[src/rtl/capture_ctrl.sv]
// Capture-RAM write controller: decimated sampling, pre/post-trigger framing, auto-roll.
// Optional macro TRIG_SYNC_EN adds a two-flop synchronizer on trig1/trig2.
module capture_ctrl #(
  parameter int ADDR_W = 9
) (
  input  logic              clk,
  input  logic              rst_n,
  input  logic              trig1,
  input  logic              trig2,
  input  logic [7:0]        trig_cfg,
  input  logic [ADDR_W-1:0] trig_pos,
  input  logic [3:0]        decimator,
  input  logic              capture_start,
  output logic              we,
  output logic [ADDR_W-1:0] waddr,
  output logic [ADDR_W-1:0] trig_addr,
  output logic              armed,
  output logic              cap_done
);

  typedef enum logic [2:0] {IDLE, ARM, WAIT_TRIG, POST, DONE} state_t;

  localparam logic [ADDR_W:0]   DEPTH = {1'b1, {ADDR_W{1'b0}}};
  localparam logic [ADDR_W:0]   ONE_P = {{ADDR_W{1'b0}}, 1'b1};
  localparam logic [ADDR_W-1:0] ONE_A = {{(ADDR_W-1){1'b0}}, 1'b1};

  state_t            state;
  logic [14:0]       div_cnt;
  logic [14:0]       div_max;
  logic              sample_en;
  logic [ADDR_W-1:0] wptr;
  logic [ADDR_W-1:0] wptr_nxt;
  logic [ADDR_W:0]   post_rem;
  logic [ADDR_W:0]   post_full;
  logic              t1, t2;
  logic              prev1, prev2;
  logic              cur, prv, chan_ok;
  logic              evt, fire, type_ok, auto_roll;
  logic              unused_cfg;

`ifdef TRIG_SYNC_EN
  logic [1:0] sync1, sync2;

  always_ff @(posedge clk) begin
    if (!rst_n) begin
      sync1 <= 2'b00;
      sync2 <= 2'b00;
    end else begin
      sync1 <= {sync1[0], trig1};
      sync2 <= {sync2[0], trig2};
    end
  end

  assign t1 = sync1[1];
  assign t2 = sync2[1];
`else
  assign t1 = trig1;
  assign t2 = trig2;
`endif

  assign unused_cfg = ^trig_cfg[7:5];
  assign div_max    = 15'((16'd1 << decimator) - 16'd1);
  assign sample_en  = (div_cnt == div_max);
  assign wptr_nxt   = wptr + ONE_A;
  assign post_full  = DEPTH - {1'b0, trig_pos};
  assign type_ok    = (trig_cfg[3:2] == 2'b01) || (trig_cfg[3:2] == 2'b10);
  assign auto_roll  = (trig_cfg[3:2] == 2'b10);

  always_comb begin
    cur     = 1'b0;
    prv     = 1'b0;
    chan_ok = 1'b0;
    case (trig_cfg[1:0])
      2'b00: begin cur = t1; prv = prev1; chan_ok = 1'b1; end
      2'b01: begin cur = t2; prv = prev2; chan_ok = 1'b1; end
      default: ;
    endcase
  end

  assign evt  = chan_ok && (trig_cfg[4] ? (cur & ~prv) : (~cur & prv));
  // Auto-roll fires on the first sample taken while waiting, ignoring the inputs
  assign fire = auto_roll ? sample_en : evt;

  always_ff @(posedge clk) begin
    if (!rst_n) begin
      state     <= IDLE;
      we        <= 1'b0;
      waddr     <= '0;
      trig_addr <= '0;
      armed     <= 1'b0;
      cap_done  <= 1'b0;
      wptr      <= '0;
      div_cnt   <= '0;
      post_rem  <= '0;
      prev1     <= 1'b0;
      prev2     <= 1'b0;
    end else begin
      we    <= 1'b0;
      prev1 <= t1;
      prev2 <= t2;
      if (capture_start || sample_en) div_cnt <= '0;
      else                            div_cnt <= div_cnt + 15'd1;

      if (capture_start && type_ok) begin
        state    <= (trig_pos == '0) ? WAIT_TRIG : ARM;
        wptr     <= '0;
        post_rem <= '0;
        cap_done <= 1'b0;
        armed    <= 1'b1;
      end else begin
        case (state)
          ARM: begin
            if (sample_en) begin
              we    <= 1'b1;
              waddr <= wptr;
              wptr  <= wptr_nxt;
              if (wptr_nxt == trig_pos) state <= WAIT_TRIG;
            end
          end
          WAIT_TRIG: begin
            if (sample_en) begin
              we    <= 1'b1;
              waddr <= wptr;
              wptr  <= wptr_nxt;
            end
            if (fire) begin
              trig_addr <= wptr;
              // A coincident sample is already the first post-trigger sample
              if (sample_en && post_full == ONE_P) begin
                state    <= DONE;
                armed    <= 1'b0;
                cap_done <= 1'b1;
              end else begin
                state    <= POST;
                post_rem <= sample_en ? post_full - ONE_P : post_full;
              end
            end
          end
          POST: begin
            if (sample_en) begin
              we       <= 1'b1;
              waddr    <= wptr;
              wptr     <= wptr_nxt;
              post_rem <= post_rem - ONE_P;
              if (post_rem == ONE_P) begin
                state    <= DONE;
                armed    <= 1'b0;
                cap_done <= 1'b1;
              end
            end
          end
          default: ;
        endcase
      end
    end
  end

endmodule

[config.mk]
export PLATFORM = sky130hd
export DESIGN_NAME = capture_ctrl
export DESIGN_NICKNAME = d
export VERILOG_FILES = /design/src/rtl/capture_ctrl.sv
export SDC_FILE = /design/constraint.sdc
export NUM_CORES = 1
export LEC_CHECK = 0
export CAP_MARGIN = 20
export CORE_MARGIN = 5
export CORE_UTILIZATION = 40
export DETAILED_ROUTE_END_ITERATION = 10
export PLACE_DENSITY = 0.63
export SLEW_MARGIN = 10
export SYNTH_ARGS = -nofsm -noshare
export SYNTH_HDL_FRONTEND = slang
export SYNTH_SLANG_ARGS = --single-unit
[constraint.sdc]
create_clock -name clk -period 5 [get_ports clk]
set_clock_uncertainty 0.1 [all_clocks]
set_input_delay 1 -clock clk [delete_from_list [all_inputs] [get_ports clk]]
set_output_delay 1 -clock clk [all_outputs]
set_load 0.01 [all_outputs]
Word level (Yosys, flattened, before mapping)
Index checks and enable logic that the tools add are counted.

$add $sub $neg: 6. Equality and inequality tests: 21. Shifts and indexed selects: 1. Multiplexer cells: 31. Bitwise operators: 7. Reduce and logical (&&, ||, !) cells: 22.

Operator list (number): 10-bit two-way mux (4); 3-bit two-way mux (7); 10-bit by 1-bit equality test with 1-bit output, second input constant (2); 10-bit case mux with 2 select lines (1); 10-bit by 1-bit subtractor with 10-bit output, second input constant (2); 3-bit inequality test, second input constant (6); 15-bit by 1-bit adder with 15-bit output, second input constant (1); 15-bit equality test (1); 1-bit by 4-bit left shift with 15-bit output, first input constant (1); 15-bit by 1-bit subtractor with 15-bit output, second input constant (1); 1-bit two-way mux (13); 2-bit inequality test, second input constant (5); 5-bit AND reduction (2); 10-bit by 9-bit subtractor with 10-bit output, first input constant (1); 9-bit by 1-bit adder with 9-bit output, second input constant (1); 9-bit equality test (1); 9-bit logical NOT (1); 3-bit case mux with 3 select lines (1); 1-bit case mux with 2 select lines (4); 3-bit by 2-bit equality test with 1-bit output, second input constant (2); 3-bit AND reduction (2); 6-bit AND reduction (1); 2-bit OR reduction (3); 3-bit OR reduction (2); other kinds (14) (23).

Bits in registers: 60. Input port bits: 26. Output and inout bits: 21. Word-level logic and storage cells: 99.

Depth between registers and ports, before layout
Word-level depth: 10. Depth in mapped cells: 14.

Least setup slack after synthesis
No wires, ideal clock.

Path kind: input to register. Start: input decimator[3]. End: register post_rem[9]. Library setup time: 0.116 ns. Arrival: 3.937 ns. Required time: 4.784 ns. Setup slack: 0.847 ns. Stages on the path: 11. Buffers on the path: 1. Path through: or4_1 -> ha_1 -> clkbuf_1 -> nor2b_1 -> and3_1 -> o31ai_1 -> nand3_1 -> or3_1 -> nor2_1 -> mux2_2 -> a41o_1.

Longest elaborated chain between the ends: 7. Elaborated cells on any way between the ends: 13. Classes of those cells: add/sub: 1; eq/ne: 4; shift: 1; mux: 5; reduce/logical: 2.

RTL lines: from (decl) (line 12) `input logic [3:0] decimator,`; 1-bit by 4-bit left shift with 15-bit output (*) (line 62) `assign div_max = 15'((16'd1 << decimator) - 16'd1);`; 15-bit by 1-bit subtractor with 15-bit output (*) (line 62); 15-bit equality test (*) (line 63) `assign sample_en = (div_cnt == div_max);`; 10-bit two-way mux (line 135) `post_rem <= sample_en ? post_full - ONE_P : post_full;`; 10-bit two-way mux (line 129) `if (sample_en && post_full == ONE_P) begin`; 10-bit two-way mux (line 126) `if (fire) begin`; 10-bit case mux with 2 select lines (line 111) `case (state)`; to (signal assigned) (line 135); to (signal assigned) (line 144) `post_rem <= post_rem - ONE_P;`; to (decl) (line 33) `logic [ADDR_W:0] post_rem;`.

Mark *: on every way between the ends. The rest lies on a longest branch, timed or not. The select of a mux whose other input is x is not followed. A chain may end at the register's enable or synchronous reset.

Final worst setup path
Same ends and word-level chain as after synthesis.

==> results <==
- The run finished with clean final reports.
- The synthesized netlist occupies a cell area of 4188 um^2.
- Counting tap cells, the placed design contains a total of 707 instances.
- For the final routed database, the setup TNS stands at 0 ns.
- The number of hold violations in the final report is 0.
- 0 antenna diodes ended up in the layout.
- Dividing the final minimum period by the clock period gives 88.94%.
- Global routing consumed, over all layers together, 17.91% of the routing resources.
- The first detailed-routing pass ran for 5 iterations.
- For this block, the initial DRC count from the detailed router was 230.
- The endpoint required time on the critical path is roughly 5.2 ns.
- Once layout is complete, the cells apart from fillers number around 720.
- The setup path with the least slack is of type in -> reg.
- Detailed routing inserted a total of 4,014 vias.
- After detailed routing, the number of remaining DRC violations is 0.
- The proportion of netlist area held by the largest area contributor is 28.68%.
- The signal on the critical path passes through clkdlybuf4s50_1 -> or4_1 -> ha_1 -> or3_4 -> a311oi_4 -> nand4_1 -> or3_1 -> nor2_1 -> mux2_2 -> a41o_1.
- STA classifies the critical path endpoint as a flop.
- The later pin in the worst-skew pair is clocked with a latency of 0.36 ns.
- The actual transition at the worst max-transition pin is 0.9954 ns.
- The count of final setup violators is 0.
- Compared with the post-synthesis result, the final layout area differs by 17.90%.
- The highest routing layer actually used is met4.
- The worst path needs 4.447 ns of the cycle, external delays included.
- After clock tree synthesis, the setup repair step added 0 buffers.
- In this run the worst path has a maximum fanout of 9.
- For this run, the top clock speed supported by timing is 224.9 MHz.
- For this design the static power due to leakage is 0.001799 uW.
- The die covers 12,620 um^2.
- The number of antenna violations at the first check in global routing came to 0.
- The number of library cell types mapped by synthesis is 67.
- Input and output buffers added on the ports amount to between 40 and 50.
- The minimum setup slack after placement is 0.1563 ns.
- Setup repair after global routing left no endpoint under its margin.
- The total power divided by cell area is between 200 and 250 nW/um^2.
- After floorplanning, the core was sized to cover 10,280 um^2.
- The die is 112.3 um tall.
- The via count of the first global-routing pass is roughly 3,800.
- Counting the buffers created by CTS gives 9.
- Entering global routing, the biggest net connects 26 pins.
- The post-CTS clock slew at the launch and capture registers of the worst setup and hold paths is 0.07 ns.
- The net count reported at finish is 618.
- The post-synthesis instance total is 549.
- The layout has around 1,100 filler cells.
- In this run the worst hold path is classified as reg -> reg.
- Summing the sequential cell areas from Yosys gives 28.68% of the chip area.
- The quantity of gates resized following cts is 0.
- The share of layout cells above drive strength 1 is a little under 9%.
- After synthesis the netlist holds a flip-flop and latch count of 60.
- The overflow left after global routing is 0.
- The relative slew slack is 33.39%.
- Across the run, the number of max-cap violations was 0.
- Counting every net in the synthesized netlist gives 584.
- The clock passes through at most 2 buffers.
- The number of top-level design ports is 47.
- The number of hold buffers added after CTS was 0.
- The proportion of register bits with asynchronous set or reset after synthesis is 0%.
- The synthesized design spends more area on one cell type than any other, namely sky130_fd_sc_hd__dfxtp_1.
- The weighted congestion at the end of routability-driven global placement is 0.9336.
- The number of flops mapped to enable cells by yosys is 0.
- The detailed-routed wire length on met2 is 4977 um.
- The clock sink total is 60.
- The width of the die is 112.3 um.
- The worst-case vdd ir drop is between 100 and 150 uV.
- STA classifies the critical path startpoint as an input port.
- The clock tree from TritonCTS is built.
- CTS built an H-tree with a depth of 3.
- The Yosys step of the flow raised 0 warnings.
- After detailed routing, the number of vias per cell comes to 5.544.
- Data arrives at the worst endpoint at 4.59 ns.
- For this block, wires on met1 add up to 5511 um.
- The cell chosen for the clock root is sky130_fd_sc_hd__clkbuf_8.
- The starting density of the core is roughly two fifths.
- For this run, the leading register cell type out of synthesis is sky130_fd_sc_hd__dfxtp_1.
- The routed length on met3 is 411 um.
- The detailed placement HPWL is 8202 um.
- The final layout contains routed wiring with a total length of 11,130 um.
- The max-slew violation total from the final report came to 0.
- The floorplan row count is 37.
- The number of nets with antenna violations after routing is 0.
- The critical-path cell with the highest stage delay is sky130_fd_sc_hd__or4_1.
- Ranked by total cell area, the synthesized netlist is headed by sky130_fd_sc_hd__dfxtp_1 29%, sky130_fd_sc_hd__xnor2_1 6.9%, sky130_fd_sc_hd__nor2_1 6.8%.
- In the final routed layout, each cell accounts on average for 15.37 um.
- The worst-case setup margin in the final layout is 0.5531 ns.
- The post-synthesis area per instance is 7.628 um^2.
- The global-route wire length before repair is 18,650 um.
- For this run, the slowest stage of the critical path takes 0.57 ns.
## cell type report
type / instances / area [um^2] / area share [%]
clock inverters: 7 / 52.55 / 1.064
multi-input cells: 440 / 2786 / 56.44
inverters: 12 / 45.04 / 0.9123
well taps: 136 / 170.2 / 3.447
clock buffers: 9 / 123.9 / 2.509
flip-flops and latches: 60 / 1201 / 24.33
repair buffers: 60 / 558.0 / 11.30
## path summary, 6_finish.rpt
kind	start	endpoint	slack, ns	cells past startpoint
setup / recovery	decimator[3]	post_rem[9]	0.55	10
hold / removal	waddr[8]	waddr[8]	0.36	2
setup reg to reg	div_cnt[6]	post_rem[9]	1.96	8
hold reg to reg	waddr[8]	waddr[8]	0.36	2
## through the flow
step / util, % / total power (uW) / area [um^2] / hold WS [ns]
global placement: 46.25 / 664.9 / 4753 / 0.3427
detailed placement: 46.25 / 668.0 / 4753 / 0.3472
floorplan: - / 610.5 / 4188 / 0.3484
finish: 48.04 / 1056 / 4937 / 0.3580
global route: 48.04 / 1111 / 4937 / 0.3928
CTS: 47.97 / 1071 / 4930 / 0.3561
## layout by cell type (no fill, tap or decap), types with 5 or more instances in the layout
cell type | synthesis | routed
sky130_fd_sc_hd__a211oi_1 | 5 | 5
sky130_fd_sc_hd__a21oi_1 | 22 | 22
sky130_fd_sc_hd__a31oi_1 | 11 | 11
sky130_fd_sc_hd__and2_1 | 7 | 7
sky130_fd_sc_hd__and3_1 | 8 | 8
sky130_fd_sc_hd__buf_4 | 1 | 17
sky130_fd_sc_hd__clkbuf_8 | 0 | 9
sky130_fd_sc_hd__clkdlybuf4s50_1 | 0 | 43
sky130_fd_sc_hd__dfxtp_1 | 60 | 60
sky130_fd_sc_hd__ha_1 | 9 | 9
sky130_fd_sc_hd__inv_1 | 12 | 12
sky130_fd_sc_hd__mux2i_1 | 14 | 14
sky130_fd_sc_hd__nand2_1 | 58 | 58
sky130_fd_sc_hd__nand2b_1 | 13 | 13
sky130_fd_sc_hd__nand3_1 | 26 | 26
sky130_fd_sc_hd__nand4_1 | 8 | 8
sky130_fd_sc_hd__nor2_1 | 76 | 76
sky130_fd_sc_hd__nor2b_1 | 8 | 8
sky130_fd_sc_hd__nor3_1 | 11 | 11
sky130_fd_sc_hd__nor4_1 | 11 | 10
sky130_fd_sc_hd__o21a_1 | 5 | 5
sky130_fd_sc_hd__o21ai_0 | 17 | 16
sky130_fd_sc_hd__o31ai_1 | 6 | 6
sky130_fd_sc_hd__or3_1 | 6 | 6
sky130_fd_sc_hd__or4_1 | 5 | 5
sky130_fd_sc_hd__xnor2_1 | 33 | 33
sky130_fd_sc_hd__xor2_1 | 15 | 15
## kinds of logic after synthesis
kind of cell,Yosys count,synth area share (%)
simple gates,259,31.67
compound gates,108,18.08
flops,60,28.68
buf+inv,49,4.960
xor+xnor,48,10.04
mux,16,3.884
fa+ha+maj,9,2.689
## power breakdown
group	internal [uW]	leakage [uW]	total, uW	switching, uW
clock network	182	0.0000896	396	215
registers	482	0.000485	489	6.76
logic	70.6	0.00123	171	101
total	734	0.00180	1060	322
## registers in the layout, summed over array words and instances, names as in the netlist
register / count
armed: 1
cap_done: 1
div_cnt: 15
post_rem: 10
prev1: 1
prev2: 1
state: 3
trig_addr: 9
waddr: 9
we: 1
wptr: 9
## worst max-delay path, delay by kind of cell
family | cells | cell delay (ns)
muxes | 1 | 0.36
adders and majority gates | 1 | 0.34
buffers and inverters | 1 | 0.42
AOI/OAI and AO/OA | 2 | 0.64
and+or+nand+nor | 5 | 1.83
## synthesized netlist by cell type (7+ instances only)
cell	number
sky130_fd_sc_hd__mux2i_1	14
sky130_fd_sc_hd__o21ai_0	17
sky130_fd_sc_hd__nor2b_1	8
sky130_fd_sc_hd__nor3_1	11
sky130_fd_sc_hd__nand2_1	58
sky130_fd_sc_hd__ha_1	9
sky130_fd_sc_hd__dfxtp_1	60
sky130_fd_sc_hd__clkbuf_1	24
sky130_fd_sc_hd__nor2_1	76
sky130_fd_sc_hd__nand2b_1	13
sky130_fd_sc_hd__inv_1	12
sky130_fd_sc_hd__nand3_1	26
sky130_fd_sc_hd__and2_1	7
sky130_fd_sc_hd__nor4_1	11
sky130_fd_sc_hd__xnor2_1	33
sky130_fd_sc_hd__buf_2	10
sky130_fd_sc_hd__and3_1	8
sky130_fd_sc_hd__xor2_1	15
sky130_fd_sc_hd__nand4_1	8
sky130_fd_sc_hd__a21oi_1	22
sky130_fd_sc_hd__a31oi_1	11
## layer usage
metal | up-vias | global-route usage (%)
li1 | 2027 | -
met1 | 1870 | 23.94
met2 | 96 | 28.45
met3 | 21 | 3.504
met4 | 0 | 7.051
met5 | - | 0
Power figures use the tool's default switching activity.
